[config.mk]
export PLATFORM = sky130hd
export DESIGN_NAME = sw_debounce_reader
export DESIGN_NICKNAME = d
export VERILOG_FILES = /design/src/rtl/sw_debounce_reader.sv
export SDC_FILE = /design/constraint.sdc
export NUM_CORES = 1
export LEC_CHECK = 0
export BUFFER_PORTS_ARGS = -buffer_cell sky130_fd_sc_hd__buf_2
export CAP_MARGIN = 20
export CORE_MARGIN = 4
export CORE_UTILIZATION = 50
export DETAILED_ROUTE_END_ITERATION = 6
export GPL_ROUTABILITY_DRIVEN = 0
export PLACE_DENSITY = 0.68
export SETUP_SLACK_MARGIN = 0.5
export SYNTH_ARGS = -nofsm -noshare
export SYNTH_HDL_FRONTEND = slang
export SYNTH_SLANG_ARGS = --single-unit
[constraint.sdc]
create_clock -name clk -period 3.3 [get_ports clk]
set_clock_uncertainty 0.05 [all_clocks]
set_input_delay 0 -clock clk [delete_from_list [all_inputs] [get_ports clk]]
set_output_delay 0 -clock clk [all_outputs]
set_load 0.01 [all_outputs]
[src/rtl/sw_debounce_reader.sv]
// Eight-switch reader: 2-flop synchronisers, per-bit debounce counters,
// registered LED mirror, change strobe and any-on flag.
module sw_debounce_reader #(
    parameter int DEBOUNCE_CYCLES = 1000000,
    parameter int CNT_W           = $clog2(DEBOUNCE_CYCLES)
) (
    input  logic clk,
    input  logic rst,
    input  logic sw0,
    input  logic sw1,
    input  logic sw2,
    input  logic sw3,
    input  logic sw4,
    input  logic sw5,
    input  logic sw6,
    input  logic sw7,
    output logic led0,
    output logic led1,
    output logic led2,
    output logic led3,
    output logic led4,
    output logic led5,
    output logic led6,
    output logic led7,
    output logic sw_change,
    output logic any_on
);

    localparam logic [CNT_W-1:0] TERM = CNT_W'(DEBOUNCE_CYCLES - 1);

    logic [7:0]       sw_raw;
    logic [7:0]       sync1_q;
    logic [7:0]       sync2_q;
    logic [7:0]       stable_q;
    logic [7:0]       stable_d;
    logic [7:0]       update_d;
    logic [CNT_W-1:0] cnt_q [8];
    logic [CNT_W-1:0] cnt_d [8];
    logic             sw_change_q;
    logic             any_on_q;

    assign sw_raw = {sw7, sw6, sw5, sw4, sw3, sw2, sw1, sw0};

    // Any agreement with the stable level clears progress toward an update.
    always_comb begin
        stable_d = stable_q;
        update_d = '0;
        for (int n = 0; n < 8; n++) begin
            cnt_d[n] = '0;
            if (sync2_q[n] != stable_q[n]) begin
                if (cnt_q[n] == TERM) begin
                    stable_d[n] = sync2_q[n];
                    update_d[n] = 1'b1;
                end else begin
                    cnt_d[n] = cnt_q[n] + CNT_W'(1);
                end
            end
        end
    end

    always_ff @(posedge clk) begin
        if (rst) begin
            sync1_q     <= '0;
            sync2_q     <= '0;
            stable_q    <= '0;
            sw_change_q <= 1'b0;
            any_on_q    <= 1'b0;
            for (int n = 0; n < 8; n++) begin
                cnt_q[n] <= '0;
            end
        end else begin
            sync1_q     <= sw_raw;
            sync2_q     <= sync1_q;
            stable_q    <= stable_d;
            sw_change_q <= |update_d;
            any_on_q    <= |stable_d;
            for (int n = 0; n < 8; n++) begin
                cnt_q[n] <= cnt_d[n];
            end
        end
    end

    assign led0      = stable_q[0];
    assign led1      = stable_q[1];
    assign led2      = stable_q[2];
    assign led3      = stable_q[3];
    assign led4      = stable_q[4];
    assign led5      = stable_q[5];
    assign led6      = stable_q[6];
    assign led7      = stable_q[7];
    assign sw_change = sw_change_q;
    assign any_on    = any_on_q;

endmodule

# Yosys cells after proc, flatten, opt, wreduce, memory -nomap -nowiden
# Memories as Yosys holds them, arrays and structs flattened.
# Cells that the tools add are included.
# classes
muxes	59
reduce_logical	2
n_addsub	8
eq_ne	16
n_bitwise	8
# ops
cell	count
$mux W20	24
$add A20 B1 Y20 const B	8
$eq A20 B20 Y1 const B	8
$mux W1	35
$reduce_or A8 Y1	2
$ne A1 B1 Y1	8
$or A1 B1 Y1	8
# word_totals
mem_bits_rw	160
out_inout_bits	10
regBits	26
memories	1
in_bits	10
elab_cells	99
# memory_table
memory	depth	word_bits	rd	rd_ports_with_merged_regs	wr	line	source
cnt_q	8	20	8	0	8	37	logic [CNT_W-1:0] cnt_q [8];

# Logic depth before layout (Yosys ltp)
# Gate-level depths: netlist (run 1).
# logic_depth
depth_word	4
depth_mapped	8
mapped_depth_nobuf	7

# Least setup slack after synthesis (run 1)
# OpenSTA, ideal clock, no wires.
# synth_path
kind	reg2reg
start	mem cnt_q[1][20] (netlist name)
end	reg any_on_q, in the netlist any_on
arrival_time_ns	1.637
n_path_buf	0
stages_incl_launch_ff	8
period_less_slack_ns	1.818
required_ns	3.120
setup_slack_ns	1.482
setup_time_ns	0.130
cell_sequence	dfxtp_1 > ha_1 > and4_1 > nand2_1 > nor3_1 > mux2i_1 > and4_1 > a21oi_2
# synth_lines
item	line	source
start: declaration	37	
end signal: assignment	76	any_on_q <= |stable_d;
end: declaration	40	logic any_on_q;

==> run_results.csv, run 1 <==
group,metric,value,unit
floorplan,die_area,17950,µm²
placed_design,portBuffers,19,
cells_and_area,drive_gt1_share,9.141,%
cells_and_area,nNetsFinal,913,
sta,final_max_slew_viol_count,0,
power,intPower,3.346,mW
cells_and_area,area_growth,11.46,%
worst_setup_path,critPathTopFamily,"simple AND/OR/NAND/NOR gates",
global_routing,grt_pass1_wl,23.67,mm
worst_setup_path,crit_fanout,20,
clock_network,clk_path_buf_depth,2,
worst_setup_path,cp-end-kind,"flop",
worst_setup_path,critical_path.startpoint,"cnt_q[1][20]$_SDFF_PP0_",
synth,yosysSeqAreaShare,46.93,%
synth,avgSynthCellArea,9.131,µm²
run_status,status,"finished, final reports clean",
synth,ys_seq_elements,186,
sta,holdWs,0.03875,ns
placed_design,dpl.cell_count,1079,
floorplan,die_y,134.0,µm
clock_network,clkSinkCount,186,
global_routing,grt_max_degree,35,
floorplan,die_w,134.0,µm
sta,finalSetupViolCount,0,
hold_path,worst_hold_path_type,"in -> reg",
route,num_vias,5525,
placed_design,dpl_cell_area,8179,µm²
synth,synth_commonest_cells,"nor2_1, dfxtp_1, xor2_1",
synth,synth_edf_count,0,
clock_network,clk_latency,0.43,ns
power,clockPowerShare,46.2,%
sta,worst_pin_slew,0.6813,ns
worst_setup_path,critPathKind,"reg -> reg",
global_routing,grt.overflow.total,0,
worst_setup_path,critPathRequiredTime,3.54,ns
worst_setup_path,cp_num_buf_inv,0,
power,power_density,486.2,nW/µm²
floorplan,core,15370,µm²
sta,tns,0,ns
synth,syn_inst,869,
sta,hold_viol,0,
clock_network,numCtsBuffers,17,
power,p_switching,0.9541,mW
synth,synth_area_leader_cell,"dfxtp_1",
worst_setup_path,cpPeakStageDelay,0.58,ns
cells_and_area,antennaDiodeCount,0,
worst_setup_path,cp_cell_sequence,"ha_1 > and4_1 > nand2_1 > nor3_1 > or3_1 > nor2_1",
synth,yosysMostFrequentCell,"nor2_1",
synth,synthFlopType,"dfxtp_1",
clock_network,clockRootBuffer,"clkbuf_16",
synth,synth_warnings,0,
power,p_sw_share,22.19,%
worst_setup_path,worstReg2RegStart,"cnt_q[1][20]$_SDFF_PP0_",
floorplan,rows,45,
worst_setup_path,arrival,2.41,ns
route,drtIter0Drc,284,
sta,max_freq,461.7,MHz
global_routing,first_global_vias,5293,
clock_network,clk_pin_slew,0.07,ns
clock_network,htreeDepth,4,
global_routing,antenna_found_initial,0,
power,pwr-share-comb,1.2,%
clock_network,cts_tree,"yes",
sta,fin_crit_sh,65.64,%
clock_network,post_cts_buffers,0,
cells_and_area,utilization,57.54,%
route,wl_per_cell,11.83,µm
cells_and_area,fin_cells,1119,
synth,async_flop_share,0,%
route,viasPerCell,4.937,
route,ant_nets,0,
placed_design,dp_hpwl,9.087,mm
sta,rsz0062_at_grt,"false",
worst_setup_path,cp-start-kind,"flop",
cells_and_area,n_fill_cell,1365,
route,drtPass1Iterations,5,
floorplan,floorplan.initialDensity,51.62,%
synth,syn-num-nets,887,
worst_setup_path,r2r_setup_slack,1.13,ns
floorplan,num_io_pins,20,
power,worst_ir_drop_vdd,375.6,µV
route,routed_wl,13.24,mm
worst_setup_path,r2r-end,"cnt_q[1][24]$_SDFF_PP0_",
power,p_seq_share,52.6,%
sta,fin_crit,2.166,ns
worst_setup_path,worstSetupEndpoint,"cnt_q[1][24]$_SDFF_PP0_",
cells_and_area,finalInstanceArea,8845,µm²
worst_setup_path,worstRegToRegCells,6,
global_routing,track_usage,15.74,%
worst_setup_path,slowest_stage,"or3_1",
synth,synth_area,7935,µm²
job,cap_viol_max_count,0,
synth,ys_types,50,
route,drc,0,
sta,slew-limit-headroom,54.58,%
worst_setup_path,crit_cells,6,
synth,synth_top_area_share,46.93,%
power,leakagePower,2.918,nW
synth,yosys-top-cells-area,"dfxtp_1, nor2_1, xor2_1, xnor2_1, nand3_1",
-- timing repair --
| action | 4_1_cts | 5_1_grt |
|---|---|---|
| hold endpoints to repair | 8 | 0 |
| resized for setup | 0 | 0 |
| hold buffers | 8 | 0 |
-- power groups by stage --
stage / Clock, mW / Combinational [mW] / Sequential [mW]
after detailed placement: 0 / 0.0441 / 2.31
after floorplan: 0 / 0.0342 / 2.31
after CTS: 2.04 / 0.0516 / 2.26
final: 1.99 / 0.0503 / 2.26
after global routing: 2.14 / 0.0574 / 2.26
after global placement: 0 / 0.0436 / 2.31
-- layout by cell type, fill, tap and decap left out, types with 10 or more instances in the layout --
cell type  Yosys  routed
inv_1         19      19
xor2_1        80      80
nand3_1       55      55
nor3_1        14      14
nand2_1       61      61
or3_1         10      10
dfxtp_1      186     186
clkbuf_16      0      17
nor2_1       192     192
nor4b_1       10      10
buf_2         14      19
nand4_1       21      21
nor2b_1       18      18
xnor2_1       67      67
and3_1        28      28
-- flip-flops by register name, summed over array words and instances, names as in the netlist --
name / flops
stable_q: 8
sw_change: 1
sync2_q: 8
cnt_q: 160
any_on: 1
sync1_q: 8
-- how the worst min path moves through the flow --
stage                                   to  cells after the start  start
floorplan            sync1_q[0]$_SDFF_PP0_                      1    sw0
global placement     sync1_q[2]$_SDFF_PP0_                      2    sw2
detailed placement   sync1_q[7]$_SDFF_PP0_                      2    sw7
CTS                 stable_q[0]$_SDFF_PP0_                      2    rst
global route        stable_q[0]$_SDFF_PP0_                      2    rst
finish               sync1_q[7]$_SDFF_PP0_                      2    rst
-- area by class of cell --
| class | instances | area (µm²) | area share (%) |
|---|---|---|---|
| clock buffer | 17 | 425.4 | 4.810 |
| clock inverter | 15 | 160.2 | 1.811 |
| inverter | 19 | 71.32 | 0.8063 |
| multi-input combinational | 644 | 4025 | 45.51 |
| sequential | 186 | 3724 | 42.10 |
| tap | 211 | 264.0 | 2.985 |
| timing repair buffer | 27 | 175.2 | 1.980 |
-- worst reg2reg max path, cell delays in order, from the launching register on --
cell	delay [ns]
dfxtp_1	0.37
ha_1	0.23
and4_1	0.28
nand2_1	0.12
nor3_1	0.29
or3_1	0.58
nor2_1	0.12
-- layer usage --
layer / vias up / global-route usage, % / routed length (µm)
li1: 2945 / - / -
met1: 2533 / 21.67 / 6987
met2: 41 / 24.14 / 5870
met3: 6 / 4.389 / 286
met4: 0 / 4.800 / 92
met5: - / 0 / 0
-- kinds of logic (layout without fill, tap and decap cells) --
family,after synthesis,count (layout),share of synthesized area [%]
XOR/XNOR,147,147,16.23
AND/OR/NAND/NOR,466,466,30.98
adder cells (fa/ha/maj),8,8,1.261
multiplexers,8,8,1.009
AO/OA/AOI/OAI,15,15,1.246
flip-flops,186,186,46.93
buffers and inverters,39,78,2.349
-- metrics by stage --
stage               setup WS, ns  total power [mW]
floorplan                  1.482             2.346
detailed placement         1.123             2.358
global route              0.9013             4.455
finish                     1.134             4.300
CTS                        1.110             4.356
global placement           1.196             2.357
No activity file was read; power rests on OpenSTA's default activity.
==> run 2, diff against run 1 <==
clock period = 2.21 ns   (was 3.3 ns; I/O delays follow)
==> run 2 against run 1 <==
Effect of this change:
- sequential share of layout area shrank 2.8 points
- register-to-register slack got worse by 0.93 ns
- routed wire length up 9.0%
- non-clock buffer count up 35
- die area unchanged
- cell count increased by 3.1%
- count of clock-buffer cells in the layout is 4 higher
- via count rose by 3.5%
- largest power group unchanged
==> run_results.csv, run 2 (synthesis results as in run 1) <==
group,metric,value,unit
placed_design,dp_hpwl,9.103,mm
cells_and_area,finalInstanceArea,9580,µm²
sta,hold_viol,0,
worst_setup_path,arrival,2.27,ns
global_routing,grt.overflow.total,0,
run_status,status,"finished, final reports clean",
route,viasPerCell,4.955,
power,p_seq_share,53.5,%
worst_setup_path,cp-end-kind,"flop",
sta,finalSetupViolCount,0,
route,routed_wl,14.43,mm
global_routing,grt_max_degree,27,
global_routing,first_global_vias,5360,
power,p_sw_share,21.44,%
power,worst_ir_drop_vdd,570.6,µV
global_routing,grt_pass1_wl,24.25,mm
sta,holdWs,0.2580,ns
cells_and_area,mostFrequentLayoutCells,"nor2_1, dfxtp_1, xor2_1",
cells_and_area,layout_commonest_cell,"nor2_1",
route,met2_length,6.681,mm
worst_setup_path,cp-start-kind,"flop",
cells_and_area,utilization,62.33,%
clock_network,htreeDepth,4,
floorplan,die_w,134.0,µm
route,m1WireLength,7.143,mm
sta,max_freq,497.6,MHz
route,ant_nets,0,
placed_design,portBuffers,19,
route,drtIter0Drc,265,
global_routing,antenna_found_initial,0,
cells_and_area,top_register,"cnt_q",
clock_network,cts_tree,"yes",
sta,worst_pin_slew,0.3689,ns
floorplan,num_io_pins,20,
sta,rsz0062_at_grt,"true",
clock_network,numCtsBuffers,17,
floorplan,floorplan.initialDensity,51.62,%
power,intPower,4.963,mW
cells_and_area,n_fill_cell,1272,
power,total_power,6.317,mW
clock_network,clk_pin_slew,0.07,ns
sta,slew-limit-headroom,75.41,%
sta,tns,0,ns
power,power_density,659.4,nW/µm²
cells_and_area,largest_reg_flops,160,
worst_setup_path,critPathKind,"reg -> reg",
worst_setup_path,crit_fanout,3,
placed_design,dpl.cell_count,1089,
sta,fin_crit,2.010,ns
power,clockPowerShare,44.8,%
route,drtPass1Iterations,5,
sta,final_max_slew_viol_count,0,
worst_setup_path,critPathRequiredTime,2.47,ns
cells_and_area,area_growth,20.73,%
floorplan,die_y,134.0,µm
clock_network,clk_path_buf_depth,2,
job,cap_viol_max_count,0,
sta,layout_setup_ws,0.2003,ns
cells_and_area,drive_gt1_share,20.68,%
power,p_switching,1.354,mW
placed_design,dp_slack,0.2407,ns
clock_network,clockRootBuffer,"clkbuf_16",
cells_and_area,fin_cells,1154,
route,drc,0,
sta,fin_crit_sh,90.94,%
route,num_vias,5718,
power,leakagePower,3.228,nW
route,wl_per_cell,12.51,µm
global_routing,track_usage,16.41,%
route,dr.max_layer_used,"met4",
cells_and_area,nNetsFinal,948,
route,wl_met3,454,µm
cells_and_area,antennaDiodeCount,0,
placed_design,dpl_cell_area,8282,µm²
floorplan,core,15370,µm²
floorplan,rows,45,
clock_network,clkSinkCount,186,
power,pwr-share-comb,1.7,%
hold_path,worst_hold_path_type,"in -> reg",
clock_network,clk_latency,0.43,ns
floorplan,die_area,17950,µm²
## run 2: metal layers
layer / vias to the layer above / global-route usage [%]
met5: - / 0
met4: 0 / 5.371
met3: 10 / 5.064
met2: 48 / 25.55
met1: 2641 / 21.82
li1: 3019 / -
## run 2: layout make-up
class / instances / area (µm²) / share of cell area [%]
clock buffers: 21 / 470.5 / 4.911
flip-flops and latches: 186 / 3765 / 39.30
well taps: 211 / 264.0 / 2.756
multi-input cells: 644 / 4362 / 45.53
repair buffers: 62 / 561.8 / 5.864
inverters: 19 / 71.32 / 0.7444
clock inverters: 11 / 86.33 / 0.9011
## run 2: worst paths after layout
check / from / end / slack, ns / cells past startpoint
hold reg to reg: cnt_q[0][0]$_SDFF_PP0_ / cnt_q[0][0]$_SDFF_PP0_ / 0.40 / 1
setup / recovery: cnt_q[1][66]$_SDFF_PP0_ / any_on$_SDFF_PP0_ / 0.20 / 5
setup reg to reg: cnt_q[1][66]$_SDFF_PP0_ / any_on$_SDFF_PP0_ / 0.20 / 5
hold / removal: sw0 / sync1_q[0]$_SDFF_PP0_ / 0.26 / 3
## run 2: worst max-delay path, cell delays in order (launching register included)
cell and delay [ns]:
dfxtp_2 0.32, or4b_4 0.54, nor4_4 0.37, mux2i_2 0.31, and4_1 0.25, a21oi_2 0.06
## run 2: timing repair
item / CTS / global route
hold buffers: 10 / 0
pin swaps: 13 / 21
resized for setup: 52 / 59
cloned: 1 / 2
endpoints found under the hold margin: 12 / 0
setup endpoints to repair: 165 / 147
setup buffers: 8 / 12
## run 2: power groups by stage
stage / Sequential [mW] / Clock (mW) / Combinational [mW]
4_1_cts: 3.38 / 2.92 / 0.0929
6_report: 3.38 / 2.83 / 0.107
5_1_grt: 3.38 / 3.06 / 0.119
3_5_place_dp: 3.46 / 0 / 0.0703
2_1_floorplan: 3.45 / 0 / 0.0514
3_3_place_gp: 3.46 / 0 / 0.0699
==> run 3, diff against run 2 <==
CORE_UTILIZATION = 55   (was 50)
PLACE_DENSITY = 0.74   (was 0.68)
==> run 3 against run 2 <==
Effect of this change:
- routed wire length rose by 6.9%
- worst setup slack improved by 0.092 ns
- sequential share of layout area down 0.78 points
- via count rose by 3.0%
- critical path depth is 1 higher
- cell count down 2.4%
- die area decreased by 8.6%
- sequential power about the same
- sequential cell count unchanged
- non-clock buffer count rose by 5
==> run_results.csv, run 3 (synthesis results as in run 1) <==
group,metric,value,unit
run_status,status,"finished, final reports clean",
sta,fin_crit,1.918,ns
power,clockPowerShare,48.3,%
cells_and_area,antennaDiodeCount,0,
power,p_switching,1.301,mW
route,wl_per_cell,13.69,µm
route,viasPerCell,5.232,
cells_and_area,utilization,70.12,%
floorplan,num_io_pins,20,
sta,max_freq,521.4,MHz
clock_network,clk_latency,0.43,ns
route,num_vias,5891,
clock_network,numCtsBuffers,17,
cells_and_area,mostFrequentLayoutCells,"nor2_1, dfxtp_1, xor2_1",
sta,finalSetupViolCount,0,
placed_design,portBuffers,19,
floorplan,die_w,128.1,µm
worst_setup_path,cp-end-kind,"flop",
route,ant_nets,0,
clock_network,clockRootBuffer,"clkbuf_16",
cells_and_area,drive_gt1_share,24.21,%
floorplan,rows,43,
floorplan,die_y,128.1,µm
floorplan,die_area,16410,µm²
sta,rsz0062_at_grt,"true",
worst_setup_path,r2r_setup_slack,0.29,ns
worst_setup_path,critPathRequiredTime,2.45,ns
sta,final_max_slew_viol_count,0,
global_routing,antenna_found_initial,0,
sta,tns,0,ns
clock_network,cts_tree,"yes",
sta,slew-limit-headroom,59.50,%
cells_and_area,top_register,"cnt_q",
global_routing,first_global_vias,5570,
power,pwr-share-comb,1.6,%
power,intPower,5.443,mW
sta,fin_crit_sh,86.78,%
floorplan,core,13990,µm²
power,power_density,687.6,nW/µm²
power,leakagePower,3.327,nW
clock_network,clkSinkCount,186,
cells_and_area,nNetsFinal,953,
global_routing,grt_max_degree,35,
placed_design,dp_hpwl,9.075,mm
worst_setup_path,crit_fanout,3,
global_routing,track_usage,18.45,%
sta,worst_pin_slew,0.6075,ns
hold_path,worst_hold_path_type,"in -> reg",
route,drtIter0Drc,302,
sta,hold_viol,0,
clock_network,htreeDepth,4,
worst_setup_path,cp-start-kind,"flop",
job,cap_viol_max_count,0,
worst_setup_path,arrival,2.16,ns
cells_and_area,layout_commonest_cell,"nor2_1",
power,p_seq_share,50.1,%
clock_network,clk_pin_slew,0.07,ns
power,p_sw_share,19.30,%
global_routing,grt_pass1_wl,24.93,mm
route,drc,0,
cells_and_area,largest_reg_flops,160,
cells_and_area,area_growth,23.60,%
floorplan,floorplan.initialDensity,56.73,%
worst_setup_path,critPathKind,"reg -> reg",
power,worst_ir_drop_vdd,582.3,µV
route,routed_wl,15.42,mm
global_routing,grt.overflow.total,0,
route,drtPass1Iterations,4,
clock_network,clk_path_buf_depth,2,
[run 3: cell count changes in the layout (fill, tap and decap cells not counted), moves of 3 or more]
cell       change
dfxtp_2       +16
dfxtp_1       -14
nor2_4        +10
buf_4          +8
nor2_2         -8
bufinv_16      +5
inv_6          -3
nand2_1        -3
nor4b_1        -3
[run 3: worst paths after layout]
check | startpoint | to | depth (start not counted)
min | rst | stable_q[2]$_SDFF_PP0_ | 2
max reg2reg | cnt_q[1][71]$_SDFF_PP0_ | any_on$_SDFF_PP0_ | 6
min reg2reg | cnt_q[1][20]$_SDFF_PP0_ | cnt_q[1][20]$_SDFF_PP0_ | 1
max | cnt_q[1][71]$_SDFF_PP0_ | any_on$_SDFF_PP0_ | 6
[run 3: layout make-up]
cell class	count	area, µm²
well taps	180	225.2
clock buffers	19	442.9
inverters	19	71.32
flip-flops and latches	186	3777
clock inverters	11	195.2
multi-input cells	644	4538
fillers	1019	4180
repair buffers	67	558.0
[run 3: through the flow]
stage               setup slack (ns)  power [mW]  cells  cell area, µm²  hold slack (ns)
global placement              0.2548       3.524   1056            8228           0.1655
detailed placement            0.2400       3.526   1056            8228           0.1637
CTS                           0.2694       6.800   1109            9264       0.00006725
global route                  0.1819       6.979   1126            9808          0.03187
finish                        0.2922       6.745   1126            9808          0.01931
floorplan                     0.4569       3.504    869            7963          0.07818
[run 3: metal layers]
metal | part of all wire [%] | vias to the layer above | track usage, %
met4 | 1.7 | 0 | 5.556
met2 | 49 | 73 | 30.56
li1 | - | 3021 | -
met5 | 0 | - | 0
met1 | 46 | 2778 | 23.32
met3 | 3.4 | 19 | 5.417
[run 3: what timing repair did]
action | CTS | global route
buffers inserted | 13 | 17
hold buffers | 8 | 0
pin swaps | 15 | 35
resized for setup | 53 | 106
setup endpoints to repair | 165 | 152
endpoints found under the hold margin | 8 | 0
cloned | 2 | 0
[run 3: critical path, stage by stage (launching register included)]
cell,delay [ns]
dfxtp_2,0.33
nor4b_2,0.25
nand4_1,0.17
nor4_4,0.37
mux2i_2,0.31
and4_1,0.24
a21oi_2,0.05
[run 3: power by group through the flow]
stage,logic (mW),clock network [mW],registers [mW]
floorplan,0.0514,0,3.45
global placement,0.0690,0,3.46
detailed placement,0.0699,0,3.46
CTS,0.0911,3.33,3.38
global route,0.116,3.48,3.38
finish,0.105,3.26,3.38
